File: src/rtl/game_pkg.sv
// ============================================================================
//  game_pkg : grid codes, end-of-game status encoding and controller states
//  Rev 1.0  : initial release
// ============================================================================
`default_nettype none

package game_pkg;

   localparam logic [1:0] GRID_EMPTY  = 2'b00;
   localparam logic [1:0] GRID_MYSHIP = 2'b01;
   localparam logic [1:0] GRID_MISS   = 2'b10;
   localparam logic [1:0] GRID_HIT    = 2'b11;

   localparam logic [1:0] STAT_PLAY  = 2'b00;
   localparam logic [1:0] STAT_WIN   = 2'b01;
   localparam logic [1:0] STAT_LOSE  = 2'b10;
   localparam logic [1:0] STAT_FAULT = 2'b11;

   typedef enum logic [4:0] {
      S_IDLE         = 5'd0,
      S_PLACE_RD     = 5'd1,
      S_PLACE_CHK    = 5'd2,
      S_WAIT_RELEASE = 5'd3,
      S_WAIT_ENEMY   = 5'd4,
      S_DEF_RD       = 5'd5,
      S_DEF_CHK      = 5'd6,
      S_DEF_ANS      = 5'd7,
      S_WAIT_AIM     = 5'd8,
      S_AIM_RD       = 5'd9,
      S_AIM_CHK      = 5'd10,
      S_SHOT         = 5'd11,
      S_WAIT_ANSWER  = 5'd12,
      S_WIN          = 5'd13,
      S_LOSE         = 5'd14,
      S_FAULT        = 5'd15
   } state_t;

endpackage

`default_nettype wire

File: src/rtl/answer_timer.sv
// ============================================================================
//  answer_timer : peer-answer timeout with bounded retransmit count
//  Rev 1.0      : initial release
// ============================================================================
`default_nettype none

module answer_timer #(
   parameter int TIMEOUT_CYCLES = 1000000,
   parameter int MAX_RETRY      = 3
) (
   input  logic clk,
   input  logic rst_n,
   input  logic start_i,
   input  logic clear_i,
   input  logic answered_i,
   output logic retx_o,
   output logic fault_o
);

   localparam int CNT_W = (TIMEOUT_CYCLES > 1) ? $clog2(TIMEOUT_CYCLES) : 1;
   localparam int RTY_W = (MAX_RETRY > 0) ? $clog2(MAX_RETRY + 1) : 1;
   localparam logic [CNT_W-1:0] CNT_LAST = CNT_W'(TIMEOUT_CYCLES - 1);
   localparam logic [RTY_W-1:0] RTY_MAX  = RTY_W'(MAX_RETRY);

   logic             active_q;
   logic [CNT_W-1:0] cnt_q;
   logic [RTY_W-1:0] rty_q;
   logic             expire;

   // An answer arriving in the expiry cycle suppresses the expiry.
   assign expire  = active_q && !answered_i && (cnt_q == CNT_LAST);
   assign retx_o  = expire && (rty_q != RTY_MAX);
   assign fault_o = expire && (rty_q == RTY_MAX);

   always_ff @(posedge clk or negedge rst_n) begin
      if (!rst_n) begin
         active_q <= 1'b0;
         cnt_q    <= '0;
         rty_q    <= '0;
      end else if (clear_i) begin
         active_q <= 1'b0;
         cnt_q    <= '0;
         rty_q    <= '0;
      end else if (start_i) begin
         active_q <= 1'b1;
         cnt_q    <= '0;
         rty_q    <= '0;
      end else if (active_q) begin
         if (answered_i) begin
            active_q <= 1'b0;
         end else if (cnt_q == CNT_LAST) begin
            cnt_q <= '0;
            if (rty_q == RTY_MAX) begin
               active_q <= 1'b0;
            end else begin
               rty_q <= rty_q + 1'b1;
            end
         end else begin
            cnt_q <= cnt_q + 1'b1;
         end
      end
   end

endmodule

`default_nettype wire

File: src/rtl/game_ctrl_fsm.sv
// ============================================================================
//  game_ctrl_fsm : battleship placement / attack / defence sequencer
//  Rev 1.0       : initial release
// ============================================================================
`default_nettype none

module game_ctrl_fsm
   import game_pkg::*;
#(
   parameter int CORD_W         = 8,
   parameter int SHIPS_NUMBER   = 10,
   parameter int TIMEOUT_CYCLES = 1000000,
   parameter int MAX_RETRY      = 3
) (
   input  logic                                clk,
   input  logic                                rst_n,
   input  logic                                start_btn,
   input  logic                                first_mover,
   input  logic [CORD_W-1:0]                   my_sel_cords,
   input  logic [CORD_W-1:0]                   en_sel_cords,
   output logic [CORD_W-1:0]                   my_mem_addr,
   input  logic [1:0]                          my_mem_rd_data,
   output logic [1:0]                          my_mem_wr_data,
   output logic                                my_mem_we,
   output logic [CORD_W-1:0]                   en_mem_addr,
   input  logic [1:0]                          en_mem_rd_data,
   output logic [1:0]                          en_mem_wr_data,
   output logic                                en_mem_we,
   output logic                                ready_out,
   output logic                                shot_out,
   output logic [CORD_W-1:0]                   cords_out,
   output logic                                ans_valid_out,
   output logic                                ans_hit_out,
   input  logic                                ready_in,
   input  logic                                shot_in,
   input  logic [CORD_W-1:0]                   cords_in,
   input  logic                                ans_valid_in,
   input  logic                                ans_hit_in,
   output logic [$clog2(SHIPS_NUMBER+1)-1:0]   my_ctr,
   output logic [$clog2(SHIPS_NUMBER+1)-1:0]   en_ctr,
   output logic [1:0]                          game_status
);

   localparam int                CTR_W = $clog2(SHIPS_NUMBER + 1);
   localparam logic [CORD_W-1:0] NONE  = '1;
   localparam logic [CTR_W-1:0]  SHIPS = CTR_W'(SHIPS_NUMBER);

   state_t            state_q, state_d;
   logic [CORD_W-1:0] my_addr_q, my_addr_d;
   logic [1:0]        my_wdat_q, my_wdat_d;
   logic              my_we_q, my_we_d;
   logic [CORD_W-1:0] en_addr_q, en_addr_d;
   logic [1:0]        en_wdat_q, en_wdat_d;
   logic              en_we_q, en_we_d;
   logic              ready_q, ready_d;
   logic              shot_q, shot_d;
   logic [CORD_W-1:0] cords_q, cords_d;
   logic              ans_vld_q, ans_vld_d;
   logic              ans_hit_q, ans_hit_d;
   logic [CTR_W-1:0]  my_ctr_q, my_ctr_d;
   logic [CTR_W-1:0]  en_ctr_q, en_ctr_d;
   logic [1:0]        status_q, status_d;

   logic [CTR_W-1:0]  my_dec, en_dec, en_next;
   logic              tmr_retx, tmr_fault;

   assign my_dec  = (my_ctr_q == '0) ? my_ctr_q : my_ctr_q - 1'b1;
   assign en_dec  = (en_ctr_q == '0) ? en_ctr_q : en_ctr_q - 1'b1;
   assign en_next = ans_hit_in ? en_dec : en_ctr_q;

   answer_timer #(
      .TIMEOUT_CYCLES (TIMEOUT_CYCLES),
      .MAX_RETRY      (MAX_RETRY)
   ) u_timer (
      .clk        (clk),
      .rst_n      (rst_n),
      .start_i    (state_q == S_SHOT),
      .clear_i    ((state_q != S_SHOT) && (state_q != S_WAIT_ANSWER)),
      .answered_i (ans_valid_in && (state_q == S_WAIT_ANSWER)),
      .retx_o     (tmr_retx),
      .fault_o    (tmr_fault)
   );

   always_ff @(posedge clk or negedge rst_n) begin
      if (!rst_n) begin
         state_q   <= S_IDLE;
         my_addr_q <= '0;
         my_wdat_q <= '0;
         my_we_q   <= 1'b0;
         en_addr_q <= '0;
         en_wdat_q <= '0;
         en_we_q   <= 1'b0;
         ready_q   <= 1'b0;
         shot_q    <= 1'b0;
         cords_q   <= NONE;
         ans_vld_q <= 1'b0;
         ans_hit_q <= 1'b0;
         my_ctr_q  <= SHIPS;
         en_ctr_q  <= SHIPS;
         status_q  <= STAT_PLAY;
      end else begin
         state_q   <= state_d;
         my_addr_q <= my_addr_d;
         my_wdat_q <= my_wdat_d;
         my_we_q   <= my_we_d;
         en_addr_q <= en_addr_d;
         en_wdat_q <= en_wdat_d;
         en_we_q   <= en_we_d;
         ready_q   <= ready_d;
         shot_q    <= shot_d;
         cords_q   <= cords_d;
         ans_vld_q <= ans_vld_d;
         ans_hit_q <= ans_hit_d;
         my_ctr_q  <= my_ctr_d;
         en_ctr_q  <= en_ctr_d;
         status_q  <= status_d;
      end
   end

   always_comb begin
      state_d   = state_q;
      my_addr_d = my_addr_q;
      my_wdat_d = my_wdat_q;
      my_we_d   = 1'b0;
      en_addr_d = en_addr_q;
      en_wdat_d = en_wdat_q;
      en_we_d   = 1'b0;
      ready_d   = ready_q;
      shot_d    = 1'b0;
      cords_d   = cords_q;
      ans_vld_d = 1'b0;
      ans_hit_d = ans_hit_q;
      my_ctr_d  = my_ctr_q;
      en_ctr_d  = en_ctr_q;
      status_d  = status_q;

      case (state_q)
         S_IDLE: begin
            if ((my_sel_cords != NONE) && (my_ctr_q != '0)) begin
               my_addr_d = my_sel_cords;
               state_d   = S_PLACE_RD;
            end else if ((my_ctr_q == '0) && start_btn) begin
               ready_d  = 1'b1;
               my_ctr_d = SHIPS;
               en_ctr_d = SHIPS;
               state_d  = (first_mover && !ready_in) ? S_WAIT_AIM : S_WAIT_ENEMY;
            end
         end
         S_PLACE_RD: state_d = S_PLACE_CHK;
         S_PLACE_CHK: begin
            if (my_mem_rd_data == GRID_EMPTY) begin
               my_wdat_d = GRID_MYSHIP;
               my_we_d   = 1'b1;
               my_ctr_d  = my_dec;
            end
            state_d = S_WAIT_RELEASE;
         end
         // Holding the selection must not place a second cell.
         S_WAIT_RELEASE: begin
            if (my_sel_cords == NONE) state_d = S_IDLE;
         end
         S_WAIT_ENEMY: begin
            if (shot_in) begin
               my_addr_d = cords_in;
               state_d   = S_DEF_RD;
            end
         end
         S_DEF_RD: state_d = S_DEF_CHK;
         S_DEF_CHK: begin
            ans_hit_d = 1'b0;
            if (my_mem_rd_data == GRID_MYSHIP) begin
               my_wdat_d = GRID_HIT;
               my_we_d   = 1'b1;
               my_ctr_d  = my_dec;
               ans_hit_d = 1'b1;
            end else if (my_mem_rd_data == GRID_EMPTY) begin
               my_wdat_d = GRID_MISS;
               my_we_d   = 1'b1;
            end
            state_d = S_DEF_ANS;
         end
         S_DEF_ANS: begin
            ans_vld_d = 1'b1;
            if (my_ctr_q == '0) begin
               status_d = STAT_LOSE;
               state_d  = S_LOSE;
            end else begin
               state_d = S_WAIT_AIM;
            end
         end
         S_WAIT_AIM: begin
            if (en_sel_cords != NONE) begin
               en_addr_d = en_sel_cords;
               state_d   = S_AIM_RD;
            end
         end
         S_AIM_RD: state_d = S_AIM_CHK;
         S_AIM_CHK: state_d = (en_mem_rd_data == GRID_EMPTY) ? S_SHOT : S_WAIT_AIM;
         S_SHOT: begin
            shot_d  = 1'b1;
            cords_d = en_addr_q;
            state_d = S_WAIT_ANSWER;
         end
         S_WAIT_ANSWER: begin
            if (ans_valid_in) begin
               en_addr_d = cords_q;
               en_wdat_d = ans_hit_in ? GRID_HIT : GRID_MISS;
               en_we_d   = 1'b1;
               en_ctr_d  = en_next;
               if (en_next == '0) begin
                  status_d = STAT_WIN;
                  state_d  = S_WIN;
               end else begin
                  state_d = S_WAIT_ENEMY;
               end
            end else if (tmr_fault) begin
               ready_d  = 1'b0;
               status_d = STAT_FAULT;
               state_d  = S_FAULT;
            end else if (tmr_retx) begin
               shot_d = 1'b1;
            end
         end
         S_WIN, S_LOSE, S_FAULT: state_d = state_q;
         default: state_d = S_IDLE;
      endcase
   end

   assign my_mem_addr    = my_addr_q;
   assign my_mem_wr_data = my_wdat_q;
   assign my_mem_we      = my_we_q;
   assign en_mem_addr    = en_addr_q;
   assign en_mem_wr_data = en_wdat_q;
   assign en_mem_we      = en_we_q;
   assign ready_out      = ready_q;
   assign shot_out       = shot_q;
   assign cords_out      = cords_q;
   assign ans_valid_out  = ans_vld_q;
   assign ans_hit_out    = ans_hit_q;
   assign my_ctr         = my_ctr_q;
   assign en_ctr         = en_ctr_q;
   assign game_status    = status_q;

endmodule

`default_nettype wire

File: config.mk
export PLATFORM = sky130hd
export DESIGN_NAME = game_ctrl_fsm
export DESIGN_NICKNAME = d
export VERILOG_FILES = /design/src/rtl/game_pkg.sv /design/src/rtl/answer_timer.sv /design/src/rtl/game_ctrl_fsm.sv
export SDC_FILE = /design/constraint.sdc
export NUM_CORES = 1
export LEC_CHECK = 0
export ABC_AREA = 1
export CORE_MARGIN = 4
export CORE_UTILIZATION = 35
export DETAILED_ROUTE_END_ITERATION = 10
export PLACE_DENSITY_LB_ADDON = 0.1
export SYNTH_ARGS = -nofsm -noshare
export SYNTH_HDL_FRONTEND = slang
export SYNTH_HIERARCHICAL = 1
export SYNTH_SLANG_ARGS = --single-unit
File: constraint.sdc
create_clock -name clk -period 2 [get_ports clk]
set_input_delay 0.4 -clock clk [delete_from_list [all_inputs] [get_ports clk]]
set_output_delay 0.4 -clock clk [all_outputs]
set_load 0.02 [all_outputs]
-- After elaboration in Yosys (flattened, before gate mapping)
Index checks and enable logic that the tools add are counted.
- shift-type cells: 0
- multiplexer cells: 71
- divide/modulo/power cells: 0
- bitwise gates (word level): 1
- $mul: 0
- equality and inequality tests: 42
- reductions and logical operators: 38
- order comparisons: 0
- $add $sub $neg: 4
- operator list (cell ; number):
    2-to-1 mux 20 bit ; 5
    case mux 5 bit (14 select lines) ; 1
    equality test 5 x 4 -> 1 bit, second input constant ; 8
    2-to-1 mux 4 bit ; 10
    2-to-1 mux 5 bit ; 7
    2-to-1 mux 8 bit ; 4
    case mux 8 bit (2 select lines) ; 2
    2-to-1 mux 2 bit ; 14
    != test 2 bit, second input constant ; 13
    adder 20 x 1 -> 20 bit, second input constant ; 1
    equality test 20 bit, second input constant ; 1
    equality test 5 x 3 -> 1 bit, second input constant ; 4
    2-to-1 mux 1 bit ; 20
    != test 8 bit, second input constant ; 2
    logical NOT 4 bit ; 3
    case mux 4 bit (3 select lines) ; 1
    AND reduction 4 bit ; 3
    equality test 5 x 2 -> 1 bit, second input constant ; 2
    != test 5 x 4 -> 1 bit, second input constant ; 2
    AND reduction 5 bit ; 2
    nonzero test 2 bit ; 5
    logical AND 1 bit ; 9
    != test 3 bit, second input constant ; 3
    AND reduction 3 bit ; 3
    21 further kinds ; 31
- bits of input ports: 36
- memory bits (read-only): 0
- bits in latches: 0
- register bits: 72
- memories kept: 0
- word-level logic and storage cells: 174
- bits in writable memories: 0

-- Depth between registers and ports, before layout
- depth in word-level cells: 10
- mapped depth: 17

-- Modules after synthesis
Netlist, hierarchy kept.
- by module, submodules not included (module ; sequential area each (µm²) ; times used ; cells an instance ; area an instance (µm²)):
    game_ctrl_fsm ; 1216.2 ; 1 ; 331 ; 2593.7
    answer_timer ; 575.6 ; 1 ; 207 ; 1544.0

-- Worst setup path before layout
OpenSTA, ideal clock, no wires.
- kind: reg2reg
- from: register state_q[3]
- to: register u_timer.cnt_q[4]
- buffers on the path: 0
- library setup time: 0.119 ns
- period minus slack after synthesis: 2.008 ns
- cell stages (with the launch flop): 13
- path slack: -0.008 ns
- data arrival time: 1.889 ns
- cells stage by stage: dfrtp_1 inv_1 nor2_1 inv_1 nor2_2 nor2_1 nor2_2 nand2_4 clkinv_4 nor2_1 nand2_1 xor2_1 nor2_2
- word-level cells in the longest chain between the ends: 4
- elaborated cells on any way between the ends: 11
- RTL lines (element ; RTL line ; source):
    from (decl) ; game_ctrl_fsm.sv:48 ; state_t state_q, state_d;
    from (signal assigned) ; game_ctrl_fsm.sv:102 ; state_q <= state_d;
    equality test 5 x 4 -> 1 bit / != test 5 x 4 -> 1 bit (equally long branches) ; game_ctrl_fsm.sv:79, game_ctrl_fsm.sv:78 ;
    logical AND 1 bit, on equally long branches ; game_ctrl_fsm.sv:79, game_ctrl_fsm.sv:78 ;
    != test 3 x 1 -> 1 bit (no source line) / nonzero test 3 bit (equally long branches) ; n/a ;
    AND reduction 2 bit (no source line) ; n/a ;
    to (signal assigned) ; answer_timer.sv:59 ; cnt_q <= cnt_q + 1'b1;
    to (decl) ; answer_timer.sv:26 ; logic [CNT_W-1:0] cnt_q;
Parallel ways exist; a longest one is shown, timed or not.
A chain may end at the register's enable or synchronous reset.

-- Worst setup path after layout
- from: register en_ctr_q[3] (netlist: en_ctr[3])
- to: output en_ctr[3]
- RTL lines (element ; RTL line ; source):
    from (decl) ; game_ctrl_fsm.sv:61 ; logic [CTR_W-1:0] en_ctr_q, en_ctr_d;
    from (signal assigned) ; game_ctrl_fsm.sv:115 ; en_ctr_q <= en_ctr_d;
    to (decl) ; game_ctrl_fsm.sv:40 ; output logic [$clog2(SHIPS_NUMBER+1)-1:0] en_ctr,
No word-level cell between the ends.

==> impl_metrics.json <==
{
  "multi_input_area_sq_mm": 0.002042,
  "hold_slack_ps": 23.70,
  "setup_viol": 0,
  "nets": 719,
  "avgSynthCellArea_sq_um": 7.691,
  "drtIter0Drc": 188,
  "status": "finished clean",
  "start_util_pct": 35.93,
  "hold_viol_final": 0,
  "critPathArrivalTime_ps": 1530,
  "drt-vias-per-instance": 4.746,
  "min_path_type": "in2async",
  "final_area_sq_mm": 0.005886,
  "post-dp-hpwl_mm": 8.568,
  "crit_fanout": 6,
  "clock_latency_ps": 340,
  "wire_per_inst_um": 13.29,
  "p_switching_mw": 2.752,
  "internal_power_mw": 4.504,
  "clockRootBuffer": "clkbuf_16",
  "wl_mm": 10.99,
  "critPathSlowestCell": "clkdlybuf4s50_1",
  "grt_pass1_wl_mm": 18.24,
  "antenna_found_initial": 0,
  "grt_pass1_vias": 3755,
  "cts_tree": "done",
  "worst_slew_pin_slew_ps": 501.4,
  "syn_nets": 578,
  "port_buffers": 79,
  "die_w_um": 116.7,
  "critical_path_class": "reg2out",
  "wl_met3_um": 584,
  "crit_required_ps": 1600,
  "areaGrowthSynthToFinish_pct": 42.24,
  "ys_seq_area_share_pct": 43.30,
  "timing.final.crit_share_pct": 96.40,
  "grt_max_degree": 38,
  "clock_sinks": 71,
  "drcViolationCount": 0,
  "numCtsBuffers": 9,
  "diodes": 0,
  "switching_share_pct": 37.93,
  "ant_nets": 0,
  "cts.path.max_buffers": 2,
  "highest_layer": "met4",
  "seqPwrFrac_pct": 30.3,
  "grt_overflow": 0,
  "placed_area_sq_mm": 0.005468,
  "top_level_ports": 80,
  "ir_worst_vdd_mv": 0.6697,
  "vias": 3925,
  "grt_usage_pct": 17.25,
  "die_area_sq_mm": 0.01363,
  "fmax_mhz": 518.7,
  "p_comb_share_pct": 45.6,
  "drive_gt1_share_pct": 22.66,
  "path_cells": "clkdlybuf4s50_1",
  "dr_wl_met2_mm": 4.820,
  "critPathMaxStageDelay_ps": 610,
  "synth_seq_cells": 71,
  "die_h_um": 116.7,
  "syn_inst": 538,
  "finClkSkew_ps": 8.208,
  "h-tree-depth": 3,
  "pwr-share-clk_pct": 24.2,
  "cp-end-kind": "primary output",
  "period_needed_ps": 1928,
  "firstDrtPassIters": 4,
  "placementRows": 39,
  "gp_congestion": 0.8760,
  "regArea_sq_mm": 0.001795,
  "relSlewSlack_pct": 66.57,
  "ys_warn_count": 6,
  "netlist_area_sq_mm": 0.004138,
  "coreArea_sq_mm": 0.01152,
  "maxSlewViolCount": 0,
  "clk_pin_slew_ps": 60,
  "cp_top_family": "buffers and inverters",
  "wl_met1_mm": 5.499,
  "cellLeakagePower_nw": 2.658,
  "maxCapViolations": 0,
  "synth_cell_type_count": 43,
  "nFillCells": 1134,
  "p_per_area_mw_per_mm2": 1233,
  "worstSetupStartpointType": "register",
  "critical_path_buf_inv_count": 1
}
==> per-layer routing <==
| metal | up-vias | GRT usage (%) |
|---|---|---|
| met4 | 0 | 4.817 |
| met3 | 7 | 5.440 |
| li1 | 2011 | - |
| met5 | - | 0 |
| met2 | 79 | 25.37 |
| met1 | 1828 | 24.47 |
==> final timing paths <==
kind	cells past startpoint	slack [ps]	from	endpoint
setup / recovery	1	70	en_ctr[3]	en_ctr[3]
hold / removal	1	20	rst_n	u_timer/cnt_q[11]
setup reg to reg	14	110	state_q[0]	u_timer/cnt_q[10]
hold reg to reg	1	480	en_mem_wr_data[1]	en_mem_wr_data[1]
max in group asynchronous	2	1350	rst_n	my_ctr[3]
min in group clk	1	480	en_mem_wr_data[1]	en_mem_wr_data[1]
==> registers in the layout, summed over array words and instances, names as in the netlist <==
name	flops
my_ctr	4
u_timer/rty_q	2
en_mem_wr_data	2
shot_out	1
en_mem_addr	8
u_timer/active_q	1
ans_hit_out	1
en_ctr	4
u_timer/cnt_q	20
my_mem_addr	8
state_q	4
ready_out	1
my_mem_we	1
en_mem_we	1
my_mem_wr_data	2
game_status	2
cords_out	8
ans_valid_out	1
==> power groups by stage <==
stage	logic [mW]	registers, mW	clock network (mW)
detailed placement	3.23	2.20	0
global placement	3.21	2.21	0
CTS	3.24	2.19	1.80
global route	3.66	2.26	1.88
floorplan	1.44	2.60	0
finish	3.31	2.20	1.75
==> Yosys cell counts, drive strengths merged <==
library cell / n / area share (%)
nor3b: 1 / 0.30
nor2: 93 / 11
xor2: 4 / 0.85
a21oi: 19 / 2.8
a31oi: 11 / 1.7
or2: 7 / 1.1
a21boi: 2 / 0.64
o211ai: 5 / 0.91
nor3: 15 / 2.7
nand3: 40 / 5.1
inv: 70 / 6.5
clkbuf: 2 / 0.18
nand3b: 1 / 0.18
clkinv: 1 / 0.21
dfrtp: 59 / 36
nand4: 8 / 1.4
buf: 6 / 1.7
ha: 4 / 1.2
o21bai: 1 / 0.18
dfstp: 12 / 7.6
nor4: 1 / 0.15
o22ai: 4 / 0.60
xnor2: 2 / 0.42
o21ai: 31 / 3.7
nand2: 139 / 14
==> placed cells by master (no fill, tap or decap), drive strengths merged, types with 4 or more instances in the layout <==
master,synthesis,final
dfstp,12,12
buf,6,60
ha,4,4
a21oi,19,19
inv,70,71
nor2,93,93
or2,7,7
dfrtp,59,59
nand4,8,8
nand3,40,40
nand2,139,139
xor2,4,4
clkdlybuf4s50,0,78
o211ai,5,5
o22ai,4,4
o21ai,31,31
a31oi,11,11
nor3,15,15
clkbuf,2,9
==> logic make-up (layout without fill, tap and decap cells) <==
family                     Yosys count  in the layout  synth area share, %
adders and majority gates            4              4                1.210
AOI/OAI and AO/OA                   73             73                10.49
buffers and inverters               79            225                8.557
xor gates and xnor gates             6              6                1.270
DFF                                 71             71                43.30
and+or+nand+nor                    305            305                35.17
==> final cells by class <==
cell class                      count  share of cell area, %
Multi-Input combinational cell    388                  34.69
Sequential cell                    71                  30.51
Timing Repair Buffer              138                  21.56
Inverter                           71                  4.741
Clock buffer                        9                  3.827
Tap cell                          143                  3.040
Clock inverter                      7                  1.637
==> through the flow <==
stage | util (%) | instances | setup slack, ps | total power, mW | setup TNS [ps]
global placement | 47.48 | 805 | -167.4 | 5.414 | -1719
global route | 51.11 | 827 | -10.76 | 7.792 | -12.98
floorplan | - | 538 | 85.55 | 4.043 | 0
finish | 51.11 | 827 | 72.04 | 7.256 | 0
CTS | 50.27 | 821 | 10.20 | 7.236 | 0
detailed placement | 47.48 | 805 | -239.4 | 5.429 | -2762
==> timing repair <==
action                                  4_1_cts  5_1_grt
endpoints found under the setup margin        0       17
buffers inserted                              0        6
resized for setup                             0       17
hold buffers                                  0        0
Note: power is estimated with default switching activity, not from simulation.
